[config.mk]
export PLATFORM = sky130hd
export DESIGN_NAME = uart_tx_arbiter_flat
export DESIGN_NICKNAME = d
export VERILOG_FILES = /design/src/rtl/uart_tx_arbiter_if.sv /design/src/rtl/uart_tx_arbiter.sv /design/src/flat_wrapper.sv
export SDC_FILE = /design/constraint.sdc
export NUM_CORES = 1
export LEC_CHECK = 0
export BUFFER_PORTS_ARGS = -buffer_cell sky130_fd_sc_hd__buf_2
export CAP_MARGIN = 0
export CORE_UTILIZATION = 30
export DETAILED_ROUTE_END_ITERATION = 6
export GPL_TIMING_DRIVEN = 0
export PLACE_DENSITY_LB_ADDON = 0.1
export SYNTH_ARGS = -nofsm -noshare
export SYNTH_HDL_FRONTEND = slang
export SYNTH_SLANG_ARGS = --single-unit
[constraint.sdc]
create_clock -name uart_sampling_clk -period 4.2 [get_ports uart_sampling_clk]
set_input_delay 0.21 -clock uart_sampling_clk [delete_from_list [all_inputs] [get_ports uart_sampling_clk]]
set_output_delay 0.21 -clock uart_sampling_clk [all_outputs]
set_load 0.1 [all_outputs]
[src/rtl/uart_tx_arbiter_if.sv]
// Byte-stream bus between NUM_REQ requesters, the arbiter and the single uart_transmitter.
// The slave modport is the arbiter's view; the master modport is the sources/transmitter side.
interface uart_tx_arbiter_if #(
    parameter int NUM_REQ = 4
);
    logic [NUM_REQ-1:0]   req_valid;
    logic [NUM_REQ-1:0]   req_ready;
    logic [8*NUM_REQ-1:0] req_data;
    logic [NUM_REQ-1:0]   req_last;
    logic                 tx_valid;
    logic                 tx_ready;
    logic [7:0]           tx_data;

    modport master (
        output req_valid, req_data, req_last, tx_ready,
        input  req_ready, tx_valid, tx_data
    );

    modport slave (
        input  req_valid, req_data, req_last, tx_ready,
        output req_ready, tx_valid, tx_data
    );
endinterface

[src/rtl/uart_tx_arbiter.sv]
// Round-robin, packet-atomic arbiter feeding one uart_transmitter, with a stall watchdog.
// Optional UART_ARB_ID_HEADER_EN prefixes each packet with an 8'hA<id> source byte.
module uart_tx_arbiter #(
    parameter int NUM_REQ = 4,
    parameter int ID_W    = 2,
    parameter int TIMEOUT = 4096,
    parameter int CNT_W   = 13
) (
    input  logic               uart_sampling_clk,
    input  logic               reset,
    uart_tx_arbiter_if.slave   arb_bus,
    output logic [ID_W-1:0]    grant_id,
    output logic               busy,
    output logic               timeout_pulse
);

`ifdef UART_ARB_ID_HEADER_EN
    typedef enum logic [1:0] {IDLE, HDR, STREAM} state_t;
`else
    typedef enum logic [0:0] {IDLE, STREAM} state_t;
`endif

    state_t           state, state_nxt;
    logic [ID_W-1:0]  last_grant, last_grant_nxt, grant_nxt, pick;
    logic [CNT_W-1:0] wd_cnt, wd_cnt_nxt;
    logic             timeout_nxt, any_req;
    logic             g_valid, g_last;
    logic [7:0]       g_data;

    // First requester at or after last_grant+1, wrapping; constant indices only.
    always_comb begin : rr_pick
        any_req = 1'b0;
        pick    = '0;
        for (int unsigned off = 1; off <= NUM_REQ; off++) begin
            for (int unsigned r = 0; r < NUM_REQ; r++) begin
                if (!any_req && ((32'(last_grant) + off) % NUM_REQ) == r
                    && arb_bus.req_valid[r]) begin
                    any_req = 1'b1;
                    pick    = ID_W'(r);
                end
            end
        end
    end

    always_comb begin : grant_mux
        g_valid = 1'b0;
        g_last  = 1'b0;
        g_data  = '0;
        for (int unsigned i = 0; i < NUM_REQ; i++) begin
            if (grant_id == ID_W'(i)) begin
                g_valid = arb_bus.req_valid[i];
                g_last  = arb_bus.req_last[i];
                g_data  = arb_bus.req_data[8*i +: 8];
            end
        end
    end

    always_comb begin : ready_steer
        arb_bus.req_ready = '0;
        if (state == STREAM) begin
            for (int unsigned i = 0; i < NUM_REQ; i++) begin
                if (grant_id == ID_W'(i)) arb_bus.req_ready[i] = arb_bus.tx_ready;
            end
        end
    end

    always_comb begin : fsm_next
        state_nxt        = state;
        grant_nxt        = grant_id;
        last_grant_nxt   = last_grant;
        wd_cnt_nxt       = wd_cnt;
        timeout_nxt      = 1'b0;
        busy             = 1'b0;
        arb_bus.tx_valid = 1'b0;
        arb_bus.tx_data  = '0;
        case (state)
            IDLE: begin
                if (any_req) begin
                    grant_nxt  = pick;
                    wd_cnt_nxt = '0;
`ifdef UART_ARB_ID_HEADER_EN
                    state_nxt  = HDR;
`else
                    state_nxt  = STREAM;
`endif
                end
            end
`ifdef UART_ARB_ID_HEADER_EN
            HDR: begin
                busy             = 1'b1;
                arb_bus.tx_valid = 1'b1;
                arb_bus.tx_data  = {4'hA, 4'(grant_id)};
                wd_cnt_nxt       = '0;
                if (arb_bus.tx_ready) state_nxt = STREAM;
            end
`endif
            STREAM: begin
                busy             = 1'b1;
                arb_bus.tx_valid = g_valid;
                arb_bus.tx_data  = g_data;
                if (g_valid && arb_bus.tx_ready) begin
                    wd_cnt_nxt = '0;
                    if (g_last) begin
                        state_nxt      = IDLE;
                        last_grant_nxt = grant_id;
                    end
                end else if (!g_valid) begin
                    // Leaving when the count would reach TIMEOUT-1 registers the pulse into the IDLE cycle.
                    if (wd_cnt >= CNT_W'(TIMEOUT - 2)) begin
                        state_nxt      = IDLE;
                        timeout_nxt    = 1'b1;
                        last_grant_nxt = grant_id;
                        wd_cnt_nxt     = '0;
                    end else begin
                        wd_cnt_nxt = wd_cnt + 1'b1;
                    end
                end
            end
            default: state_nxt = IDLE;
        endcase
    end

    always_ff @(posedge uart_sampling_clk) begin
        if (reset) begin
            state         <= IDLE;
            grant_id      <= '0;
            last_grant    <= ID_W'(NUM_REQ - 1);
            wd_cnt        <= '0;
            timeout_pulse <= 1'b0;
        end else begin
            state         <= state_nxt;
            grant_id      <= grant_nxt;
            last_grant    <= last_grant_nxt;
            wd_cnt        <= wd_cnt_nxt;
            timeout_pulse <= timeout_nxt;
        end
    end

endmodule

[src/flat_wrapper.sv]
// flat-port wrapper written by rule: the top's interface ports become plain ports
module uart_tx_arbiter_flat 
#(
    parameter int NUM_REQ = 4,
    parameter int ID_W    = 2,
    parameter int TIMEOUT = 4096,
    parameter int CNT_W   = 13
)
  (uart_sampling_clk, reset, grant_id, busy, timeout_pulse, arb_bus_req_valid, arb_bus_req_data, arb_bus_req_last, arb_bus_tx_ready, arb_bus_req_ready, arb_bus_tx_valid, arb_bus_tx_data);
  uart_tx_arbiter_if #(.NUM_REQ(NUM_REQ)) arb_bus_i ();
  input  logic uart_sampling_clk;
  input  logic reset;
  output logic [ID_W-1:0] grant_id;
  output logic busy;
  output logic timeout_pulse;
  input wire logic [$bits(arb_bus_i.req_valid)-1:0] arb_bus_req_valid;
  input wire logic [$bits(arb_bus_i.req_data)-1:0] arb_bus_req_data;
  input wire logic [$bits(arb_bus_i.req_last)-1:0] arb_bus_req_last;
  input wire logic [$bits(arb_bus_i.tx_ready)-1:0] arb_bus_tx_ready;
  output wire logic [$bits(arb_bus_i.req_ready)-1:0] arb_bus_req_ready;
  output wire logic [$bits(arb_bus_i.tx_valid)-1:0] arb_bus_tx_valid;
  output wire logic [$bits(arb_bus_i.tx_data)-1:0] arb_bus_tx_data;
  assign arb_bus_i.req_valid = arb_bus_req_valid;
  assign arb_bus_i.req_data = arb_bus_req_data;
  assign arb_bus_i.req_last = arb_bus_req_last;
  assign arb_bus_i.tx_ready = arb_bus_tx_ready;
  assign arb_bus_req_ready = arb_bus_i.req_ready;
  assign arb_bus_tx_valid = arb_bus_i.tx_valid;
  assign arb_bus_tx_data = arb_bus_i.tx_data;
  uart_tx_arbiter #(.NUM_REQ(NUM_REQ), .ID_W(ID_W), .TIMEOUT(TIMEOUT), .CNT_W(CNT_W)) u_core (.uart_sampling_clk(uart_sampling_clk), .reset(reset), .arb_bus(arb_bus_i), .grant_id(grant_id), .busy(busy), .timeout_pulse(timeout_pulse));
endmodule
==> flow_metrics.py <==
metrics = {
    "route": {
        "drt-vias-per-instance": 5.29,
        "drtPass1Iterations": 4,
        "routed_wl_mm": 4.04,
        "postRouteAntennaNets": 0,
        "first_iter_violations": 32,
        "route.detailed.drc": 0,
        "num_vias": 1561,
        "wl_per_cell_um": 13.7,
    },
    "timing": {
        "finClkSkew_ps": 3.85,
        "maxSlewHeadroom": 0.585,
        "max_freq_mhz": 403,
        "hold_viol": 0,
        "setup_violations": 0,
        "tns_ps": 0,
        "slew_viol_final": 0,
        "timing.final.crit_share": 0.590,
        "setup_ws_ps": 1720,
        "rsz0062_at_grt": "false",
        "worstMarginPinSlew_ps": 623,
        "post-route-min-period_ps": 2480,
    },
    "critical_path": {
        "crit_type": "register to output port",
        "worst-endpoint-required_ps": 3990,
        "cp-start-kind": "register",
        "worst_ep_arrival_time_ps": 2270,
        "cp_max_fo": 10,
        "end_kind": "output port",
    },
    "synthesis": {
        "synth_edf_count": 0,
        "synth_seq_area_share": 0.260,
        "synthArstFlopShare": 0,
        "synth.most_common_cell": "dfxtp_1",
        "synth_area_per_cell_um2": 8.88,
        "synth_area_leaders": "dfxtp_1, mux4_2, mux4_1",
        "synth.distinct_cells": 41,
        "synth_nets": 210,
        "ys_warn_count": 0,
        "synth_top_area_share": 0.260,
        "synth_seq_cells": 19,
        "syn_area_mm2": 0.00147,
        "synth_cells": 165,
        "yosysTopAreaCell": "dfxtp_1",
        "dominantRegCellSynth": "dfxtp_1",
        "yosys-top-cells-count": "dfxtp_1, nor2_1, nand3_1",
    },
    "place": {
        "post-dp-hpwl_mm": 3.16,
        "io_buffers": 59,
        "place_ws_ps": 1970,
        "gp_congestion": 0.834,
    },
    "layout": {
        "area_delta_synth_final_pct": 28.9,
        "antenna_cells": 0,
        "num-fill-cells": 499,
        "drive_gt1_frac": 0.338,
        "num-nets-final": 274,
    },
    "min_path": {
        "hold_class": "primary input to register",
    },
    "clock_network": {
        "cts_setup_buffers": 0,
        "clockBufferDepth": 2,
        "cts-resized-gates": 0,
        "clock_latency_ps": 250,
        "clockRootBuffer": "clkbuf_8",
        "cts.sinks": 19,
        "ctsHoldBuffers": 0,
        "clkSlewWorstSetupHoldPaths_ps": 70,
        "cts_buffers": 3,
        "htreeDepth": 1,
        "tritoncts": "built",
    },
    "global_routing": {
        "gr-total-overflow": 0,
        "grt_start_max_net_pins": 11,
        "grt_usage": 0.164,
        "antenna_found_initial": 0,
        "grt_first_pass_wirelength_mm": 6.82,
        "grt_pass1_vias": 1473,
    },
    "pwr": {
        "leakagePower_nw": 0.814,
        "vdd_drop_max_mv": 0.142,
        "power_density_mw_per_mm2": 292,
    },
    "outcome": {
        "status": "finished, final reports clean",
    },
    "die": {
        "die_width_um": 71.9,
        "die_h_um": 71.9,
        "fp.coreArea_mm2": 0.00472,
        "die_area_mm2": 0.00517,
        "ioPinCount": 60,
        "row_count": 25,
        "initial_core_util": 0.310,
    },
    "job": {
        "cap_violations": 0,
    },
}
## power by group
group / total, mW / internal [mW] / switching [mW]
logic: 0.232 / 0.0691 / 0.163
registers: 0.190 / 0.185 / 0.00521
clock network: 0.129 / 0.0674 / 0.0617
## layout make-up
class / instances / area, um^2 / area share
tap: 67 / 83.8 / 0.0444
buffer: 10 / 55.1 / 0.0291
inverter: 8 / 30.0 / 0.0159
multi-input combinational: 128 / 1000 / 0.529
clock buffer: 4 / 45.0 / 0.0238
sequential: 19 / 380 / 0.201
timing repair buffer: 59 / 295 / 0.156
## layer usage
layer  track usage  share of wire
met5             0              0
met4        0.0458          0.011
met3        0.0197          0.060
met2         0.285           0.46
met1         0.214           0.47
## state kept, by name, indices dropped and copies added, names as in the netlist
name and flops:
u_core.grant_id 2, u_core.timeout_pulse 1, u_core.last_grant 2, u_core.state 1, u_core.wd_cnt 13
## worst max-delay path, stage by stage, from the launching register on
cell and delay [ps]:
dfxtp_1 360, buf_6 140, clkbuf_1 490, mux4_2 570
and2_1 160, buf_2 290
## cell families (layout without fill, tap and decap cells)
family | after synthesis | count (layout) | synth area share
flops | 19 | 19 | 0.260
compound gates | 38 | 38 | 0.186
mux | 15 | 15 | 0.196
xor+xnor | 1 | 1 | 0.00598
simple gates | 72 | 72 | 0.278
fa+ha+maj | 2 | 2 | 0.0171
buf+inv | 18 | 81 | 0.0581
## worst paths after layout
check / start / to / slack, ps / cells after the start
worst max-delay path: u_core.grant_id[0] / arb_bus_tx_data[6] / 1720 / 5
worst min-delay path: reset / u_core.timeout_pulse / 280 / 3
worst max register to register: u_core.grant_id[0] / u_core.wd_cnt[10] / 2120 / 5
worst min register to register: u_core.wd_cnt[12] / u_core.wd_cnt[12] / 470 / 2
## cells in the final DEF, fill, tap and decap left out, types with 3 or more instances in the layout
master	count
buf_2	61
dfxtp_1	19
nor2_1	14
nand3_1	12
a31oi_1	10
and2_1	9
nand2_1	9
inv_1	8
clkbuf_1	7
mux4_2	7
mux2i_1	5
o21ai_0	5
nor3_1	4
a21oi_1	4
o211ai_1	4
nand3b_1	4
mux4_1	3
nor4_1	3
and4_1	3
and3_1	3
nand4_1	3
a32oi_1	3
clkbuf_8	3
## metrics by stage
step,cells,power (mW),util,area [um^2],hold WS [ps]
final,295,0.551,0.400,1890,279
after global routing,295,0.583,0.400,1890,299
after CTS,295,0.559,0.400,1890,285
after detailed placement,291,0.427,0.390,1840,465
after global placement,291,0.428,0.390,1840,457
after floorplan,165,0.375,-,1470,399
Note: power is estimated with default switching activity, not from simulation.
